**config.mk**
```make
export PLATFORM = sky130hd
export DESIGN_NAME = golden_silver_tagger
export DESIGN_NICKNAME = d
export VERILOG_FILES = /design/src/rtl/minbd_pkg.sv /design/src/rtl/lfsr8.sv /design/src/rtl/golden_silver_tagger.sv
export SDC_FILE = /design/constraint.sdc
export NUM_CORES = 1
export LEC_CHECK = 0
export ABC_AREA = 1
export BUFFER_PORTS_ARGS = -buffer_cell sky130_fd_sc_hd__buf_2
export CAP_MARGIN = 20
export CORE_MARGIN = 4
export CORE_UTILIZATION = 45
export CTS_CLUSTER_DIAMETER = 200
export DETAILED_ROUTE_END_ITERATION = 7
export MAX_ROUTING_LAYER = met4
export PLACE_DENSITY = 0.78
export SYNTH_ARGS = -nofsm -noshare
export SYNTH_HDL_FRONTEND = slang
export SYNTH_HIERARCHICAL = 1
export SYNTH_SLANG_ARGS = --single-unit
```
**constraint.sdc**
```tcl
create_clock -name clk -period 2.2 [get_ports clk]
set_input_delay 0.44 -clock clk [delete_from_list [all_inputs] [get_ports clk]]
set_output_delay 0.44 -clock clk [all_outputs]
set_load 0.02 [all_outputs]
```
**src/rtl/minbd_pkg.sv**
```systemverilog
// Shared MinBD router types and constants.
// Latency: none (declarations only).
// Backpressure: none.
`ifndef WIDTH_PKTSZ
`define WIDTH_PKTSZ 3
`endif

package minbd_pkg;

    // Default network sizing for blocks that are not overridden per instance.
    localparam int WIDTH_NODE  = 4;
    localparam int WIDTH_PKTID = 4;

    // x^8+x^6+x^5+x^4+1 in Fibonacci form: feedback = l[7]^l[5]^l[4]^l[3].
    localparam logic [7:0] LFSR_TAPS = 8'hB8;

    // Per-port priority tag handed to the permutation arbiters.
    typedef struct packed {
        logic vld;
        logic gold;
        logic silver;
    } flit_tag_t;

endpackage

```
**src/rtl/lfsr8.sv**
```systemverilog
// 8-bit Fibonacci LFSR, advances every cycle from a nonzero seed.
// Latency: q is the register value; the next value appears after each edge.
// Backpressure: none, free running.
module lfsr8 #(
    parameter logic [7:0] SEED = 8'hA5
) (
    input  logic       clk,
    input  logic       reset,
    output logic [7:0] q
);
    import minbd_pkg::*;

    // Shift left, feeding the XOR of the tapped bits into bit 0.
    always_ff @(posedge clk or posedge reset) begin
        if (reset) begin
            q <= SEED;
        end else begin
            q <= {q[6:0], ^(q & LFSR_TAPS)};
        end
    end

endmodule

```
**src/rtl/golden_silver_tagger.sv**
```systemverilog
// Tags incoming flits as gold (current golden packet) or silver (one random pick).
// Latency: 1 cycle from inputs to all tag and data outputs.
// Backpressure: none; a deflection router never stalls.
module golden_silver_tagger #(
    parameter int         NUM_NODE    = 16,
    parameter int         WIDTH_PKTID = 4,
    parameter int         EPOCH_LEN   = 64,
    parameter logic [7:0] LFSR_SEED   = 8'hA5,
    localparam int        WIDTH_NODE  = $clog2(NUM_NODE)
) (
    input  logic                      clk,
    input  logic                      reset,
    input  logic [3:0]                vld_in,
    input  logic [4*WIDTH_NODE-1:0]   src_in,
    input  logic [4*WIDTH_PKTID-1:0]  pkt_in,
    input  logic [4*`WIDTH_PKTSZ-1:0] flit_id_in,
    output logic [3:0]                vld_vec,
    output logic [3:0]                gold_vec,
    output logic [3:0]                silver_vec,
    output logic [4*`WIDTH_PKTSZ-1:0] flit_id_vec,
    output logic [1:0]                rand_num,
    output logic [WIDTH_NODE-1:0]     golden_node,
    output logic [WIDTH_PKTID-1:0]    golden_pkt
);
    import minbd_pkg::*;

    localparam int                     WIDTH_EPOCH = $clog2(EPOCH_LEN);
    localparam logic [WIDTH_EPOCH-1:0] EP_LAST     = WIDTH_EPOCH'(EPOCH_LEN - 1);
    localparam logic [WIDTH_NODE-1:0]  NODE_LAST   = WIDTH_NODE'(NUM_NODE - 1);
    localparam int                     PS          = `WIDTH_PKTSZ;

    logic [WIDTH_EPOCH-1:0]  ep_cnt;
    logic [7:0]              lfsr;
    flit_tag_t [3:0]         tag_d;
    logic [3:0]              cand;
    logic [1:0]              start;
    logic [1:0]              idx;
    logic                    found;
    logic [4*PS-1:0]         flit_id_d;

    lfsr8 #(.SEED(LFSR_SEED)) u_lfsr (
        .clk   (clk),
        .reset (reset),
        .q     (lfsr)
    );

    assign start = lfsr[1:0];

    // Golden epoch: packet ID steps every EPOCH_LEN cycles, node steps when the packet ID wraps.
    always_ff @(posedge clk or posedge reset) begin
        if (reset) begin
            ep_cnt      <= '0;
            golden_pkt  <= '0;
            golden_node <= '0;
        end else if (ep_cnt == EP_LAST) begin
            ep_cnt     <= '0;
            golden_pkt <= golden_pkt + 1'b1;
            if (golden_pkt == '1) begin
                golden_node <= (golden_node == NODE_LAST) ? '0 : golden_node + 1'b1;
            end
        end else begin
            ep_cnt <= ep_cnt + 1'b1;
        end
    end

    // Gold match against the pre-update golden pair, then a rotating scan for one silver.
    always_comb begin
        tag_d     = '0;
        cand      = '0;
        flit_id_d = '0;
        idx       = '0;
        found     = 1'b0;
        for (int p = 0; p < 4; p++) begin
            tag_d[p].vld  = vld_in[p];
            tag_d[p].gold = vld_in[p]
                          && (src_in[p*WIDTH_NODE +: WIDTH_NODE] == golden_node)
                          && (pkt_in[p*WIDTH_PKTID +: WIDTH_PKTID] == golden_pkt);
            cand[p]       = vld_in[p] && !tag_d[p].gold;
            if (vld_in[p]) begin
                flit_id_d[p*PS +: PS] = flit_id_in[p*PS +: PS];
            end
        end
        for (int i = 0; i < 4; i++) begin
            idx = start + 2'(i);
            if (!found && cand[idx]) begin
                tag_d[idx].silver = 1'b1;
                found             = 1'b1;
            end
        end
    end

    // Output stage: tags, pass-through flit IDs and the tie-break bits share one register.
    always_ff @(posedge clk or posedge reset) begin
        if (reset) begin
            vld_vec     <= '0;
            gold_vec    <= '0;
            silver_vec  <= '0;
            flit_id_vec <= '0;
            rand_num    <= '0;
        end else begin
            for (int p = 0; p < 4; p++) begin
                vld_vec[p]    <= tag_d[p].vld;
                gold_vec[p]   <= tag_d[p].gold;
                silver_vec[p] <= tag_d[p].silver;
            end
            flit_id_vec <= flit_id_d;
            rand_num    <= lfsr[3:2];
        end
    end

endmodule
```
Yosys cells after proc, flatten, opt, wreduce, memory -nomap -nowiden:

Index checks and enable logic that the tools add are counted.

* add/subtract/negate cells: 6
* $lt $le $gt $ge: 8
* equal/unequal tests: 11
* multiplexer cells: 33
* reduce and logical (&&, ||, !) cells: 28

Operators by type and width (count)
* bitwise mux 12 bit: 4
* two-way mux 12 bit: 4
* == test 4 bit: 8
* demux 3 bit (select 2 bit): 4
* logical AND 1 bit: 19
* < comparator 2 x 3 -> 1 bit, second input constant: 4
* two-way mux 3 bit: 4
* two-way mux 1 bit: 11
* adder 4 x 1 -> 4 bit, second input constant: 2
* binary-select mux 1 bit (select 2 bit): 4
* == test 4 bit, second input constant: 2
* greater-or-equal comparator 2 x 1 -> 1 bit, second input constant: 4
* XOR reduction 8 bit: 1
* logical NOT 1 bit: 7
* adder 6 x 1 -> 6 bit, second input constant: 1
* == test 6 bit, second input constant: 1
* two-way mux 6 bit: 1
* adder 2 bit, second input constant: 2
* two-way mux 4 bit: 1
* adder 2 x 1 -> 2 bit, second input constant: 1
* AND reduction 2 bit: 1

* register bits: 48
* output and inout port bits: 34
* logic and storage cells: 95

Logic depth before layout (Yosys ltp):

* depth in word-level cells: 17
* depth in mapped cells: 16
* mapped depth without buffers: 15

Modules after synthesis:

The synthesis kept the hierarchy.

By module, submodules not included
* golden_silver_tagger: times used 1, cells an instance 398, area an instance 2666.3 sq um, seq. area each 1001.0 sq um
* lfsr8: times used 1, cells an instance 24, area an instance 272.8 sq um, seq. area each 205.2 sq um

Least setup slack after synthesis:

Ideal clock, no wire load.

* kind: reg2reg
* start point: reg u_lfsr.q[0]
* end point: reg silver_vec[0]
* arrival: 1743 ps
* data required time: 2132 ps
* setup slack: 388 ps
* stages on the path, launching flop included: 10
* period minus slack after synthesis: 1812 ps
* cell sequence: dfstp_2 -> buf_2 -> clkinv_1 -> ha_1 -> inv_1 -> nand2_1 -> nand2_4 -> nor2_8 -> nand3_1 -> nand3_1

RTL lines
* start: declaration: RTL line lfsr8.sv:9 `output logic [7:0] q`
* start signal: assignment: RTL line lfsr8.sv:18 `q <= {q[6:0], ^(q & LFSR_TAPS)};`
* end signal: indexed assignment: RTL line golden_silver_tagger.sv:104 `silver_vec[p] <= tag_d[p].silver;`
* end: declaration: RTL line golden_silver_tagger.sv:19 `output logic [3:0] silver_vec,`

Worst setup path after layout:

* start point: reg ep_cnt[0]
* end point: reg golden_node[3]

* word-level cells in the longest chain between the ends: 2

RTL lines
* start: declaration: RTL line golden_silver_tagger.sv:32 `logic [WIDTH_EPOCH-1:0] ep_cnt;`
* start signal: assignment: RTL line golden_silver_tagger.sv:62 `ep_cnt <= ep_cnt + 1'b1;`
* == test 6 bit: RTL line golden_silver_tagger.sv:55 `end else if (ep_cnt == EP_LAST) begin`
* AND reduction 2 bit (no line)
* end signal: assignment: RTL line golden_silver_tagger.sv:59 `golden_node <= (golden_node == NODE_LAST) ? '0 : golden_node + 1'b1;`
* end: declaration: RTL line golden_silver_tagger.sv:22 `output logic [WIDTH_NODE-1:0] golden_node,`

No other way between the ends.
A chain may end at the register's enable or synchronous reset.

==> summary.md <==
| Metric | Value |
|---|---|
| Final Core Density | `0.563` |
| Num CTS Buffers | `5` |
| Starting DRT DRC Count | `164` |
| Sequential share of the synthesized area | `0.410` |
| Vias in the first global route | `2864` |
| CP max stage cell | `dfrtp_1` |
| Fin Hold WS | `324 ps` |
| Status | `completed` |
| Largest net degree at the start of global routing | `40` |
| First-pass GRT wire length | `12700 µm` |
| Prevailing post-synth register cell | `dfrtp_1` |
| Req. time, crit path | `2360 ps` |
| Clock network power share | `0.359` |
| CP delay by family, top | `simple AND/OR/NAND/NOR gates` |
| Min Tclk post-route | `1940 ps` |
| CP Max Fanout | `5` |
| WL per Instance | `13.1 µm` |
| Max-slew violation count | `0` |
| Crit-path max cell delay | `390 ps` |
| Yosys warns | `6` |
| Cell area power density | `504 nW/µm²` |
| Chip height | `88.8 µm` |
| Syn Inst Count | `422` |
| Fmax achieved | `0.516 GHz` |
| Placed wire-length estimate | `6110 µm` |
| Via count | `2942` |
| Max-cap check violation count | `0` |
| Seq. cell area | `1210 µm²` |
| Register share of total power | `0.502` |
| Critical Path Sink Type | `flip-flop` |
| Setup TNS | `0 ps` |
| Switching Share | `0.259` |
| Clk slew on worst S/H paths | `90 ps` |
| Synthesized flop and latch total | `48` |
| Root buffer cell | `clkbuf_8` |
| RSZ-0062 raised after global routing | `false` |
| Worst Tran Pin Value | `504 ps` |
| Endpoints failing setup | `0` |
| Post-CTS Setup Inserts | `0` |
| Min-Delay Path Class | `input port to flip-flop` |
| Slew headroom | `0.664` |
| Clk_skew | `7.86 ps` |
| CP bufs+invs | `1` |
| Row cnt | `29` |
| Area of the multi-input gates | `1400 µm²` |
| Post-synth EDFFs | `0` |
| Mapped Nets | `479` |
| WP data arrival | `2100 ps` |
| Asr flop ratio synth | `1.00` |
| Fin. Hold Viols | `0` |
| Yosys cell types | `34` |
| Filler instances | `617` |
| Worst-path cell chain | `ha_1, nand3_1, nor2_2, nand2_1, nor3_2, inv_1, nor3_1, or2_2, o21ai_0` |
| DIE AREA | `7890 µm²` |
| Vias per inst | `4.99` |
| Avg Cell Area, Syn | `6.96 µm²` |
| Boundary Pins | `84` |
| Switching power | `0.000466 W` |
| Clock sinks | `48` |
| Core box area | `6350 µm²` |
| # port buffers | `83` |
| Period utilization | `0.881` |
| Worst vdd ir | `368 µV` |
| Critical path launch point type | `flip-flop` |
| Internal power | `0.00133 W` |
| Gate power share | `0.139` |
| Antenna cells | `0` |
| Pre-antenna DRT Iters | `4` |
| Total gr overflow | `0` |
| Die width | `88.8 µm` |
| Initial Util | `0.463` |
| Routed WL | `7720 µm` |
| Share of layout cells above drive strength 1 | `0.242` |
| Mapped Area | `2940 µm²` |
| Nets | `569` |
| Synth-to-layout area growth | `21.7%` |
| Worst-skew pair later-pin latency | `300 ps` |
| DRT antenna net count | `0` |
| Remaining DRCs | `0` |
| Worst-case clock buffer depth | `2` |
| H-Tree Level Count | `2` |
| Leakage power | `2.16 nW` |
| Initial antenna violation count | `0` |
| Crit path kind | `flip-flop to flip-flop` |
| CTS tree | `built` |
| Total GRT Usage | `0.210` |
| Gpl congestion | `1.02` |
## worst paths after layout
kind / slack, ps / start / to / cells past startpoint
setup / recovery: 260 / ep_cnt[0]$_DFF_PP0_ / golden_node[3]$_DFFE_PP0P_ / 9
hold / removal: 320 / flit_id_in[6] / flit_id_vec[6]$_DFF_PP0_ / 3
setup reg to reg: 260 / ep_cnt[0]$_DFF_PP0_ / golden_node[3]$_DFFE_PP0P_ / 9
hold reg to reg: 370 / u_lfsr/q[6]$_DFF_PP0_ / u_lfsr/q[7]$_DFF_PP1_ / 0
max in group asynchronous: 1000 / reset / ep_cnt[2]$_DFF_PP0_ / 4
min in group asynchronous: 520 / reset / flit_id_vec[6]$_DFF_PP0_ / 3
## area by class of cell
cell class	count	area share
clock buffer	5	0.0192
clock inverter	3	0.0129
inverter	76	0.0798
multi-input combinational	291	0.392
sequential	48	0.337
tap	77	0.0269
timing repair buffer	90	0.132
## stage by stage
step	std cells	cell area [µm²]	total power [W]	setup WS [ps]
floorplan	422	2940	0.00107	388
global placement	581	3450	0.00117	362
detailed placement	581	3450	0.00117	268
CTS	590	3580	0.00182	256
global route	590	3580	0.00189	75.1
finish	590	3580	0.00180	261
## worst register-to-register path, delay by kind of cell (launching register included)
kind	cells	cell delay [ps]
AO/OA/AOI/OAI	1	90
adder cells (fa/ha/maj)	1	190
buffers and inverters	1	130
flip-flops	1	390
AND/OR/NAND/NOR	6	1010
## synthesized netlist by cell type (2+ instances only)
cell type    n  area share
nor3_1       4      0.0068
nand3_1     40       0.068
nand2_4      2      0.0077
clkinv_1     5      0.0064
o21ai_1      2      0.0034
nor2_2       2      0.0043
dfstp_2      4       0.036
ha_1         7       0.030
inv_2        7      0.0089
a21oi_1      4      0.0068
xor2_1       6       0.018
buf_2        2      0.0034
nand2_2      4      0.0085
nand2_1    159        0.20
clkbuf_1     2      0.0026
buf_6        2      0.0077
xnor2_1      3      0.0089
dfrtp_1     44        0.37
nand3_2      3       0.010
nand4_1      7       0.015
nor2_1      27       0.034
inv_1       64       0.082
nor4_1       5       0.011
o21ai_0      7       0.012
## flip-flops by register name, indices dropped and copies added, names as in the netlist
signal / flops
vld_vec: 4
silver_vec: 4
golden_node: 4
u_lfsr/q: 8
flit_id_vec: 12
ep_cnt: 6
golden_pkt: 4
gold_vec: 4
rand_num: 2
## placed cells by master, fill, tap and decap left out, types with 4 or more instances in the layout
cell type	count
a21oi_1	4
buf_2	83
buf_4	6
clkbuf_8	5
clkinv_1	5
dfrtp_1	44
dfstp_2	4
ha_1	7
inv_1	64
inv_2	7
nand2_1	159
nand2_2	4
nand3_1	40
nand4_1	7
nor2_1	27
nor3_1	4
nor4_1	5
o21ai_0	7
xor2_1	6
## kinds of logic after synthesis
family,Yosys count,share of synthesized area
AOI/OAI and AO/OA,18,0.0358
buffers and inverters,83,0.112
xor gates and xnor gates,9,0.0268
DFF,48,0.410
and+or+nand+nor,257,0.385
adders and majority gates,7,0.0298
## metal layers
layer	wire, µm	vias up	GRT usage	part of all wire
li1	-	1474	-	-
met1	3380	1339	0.267	0.44
met2	3540	117	0.350	0.46
met3	659	12	0.0298	0.085
met4	142	0	0.0591	0.018
met5	0	-	-	0
## power groups by stage
stage / sequential (W) / clock (W) / combinational [W]
global route: 0.000906 / 0.000694 / 0.000286
global placement: 0.000921 / 0 / 0.000245
finish: 0.000904 / 0.000646 / 0.000251
floorplan: 0.000946 / 0 / 0.000122
CTS: 0.000904 / 0.000660 / 0.000252
detailed placement: 0.000921 / 0 / 0.000249
## repair_timing
item,in CTS,in global routing
hold buffers,1,0
hold endpoints to repair,1,0
gates resized for setup,0,0
No activity file was read; power rests on OpenSTA's default activity.
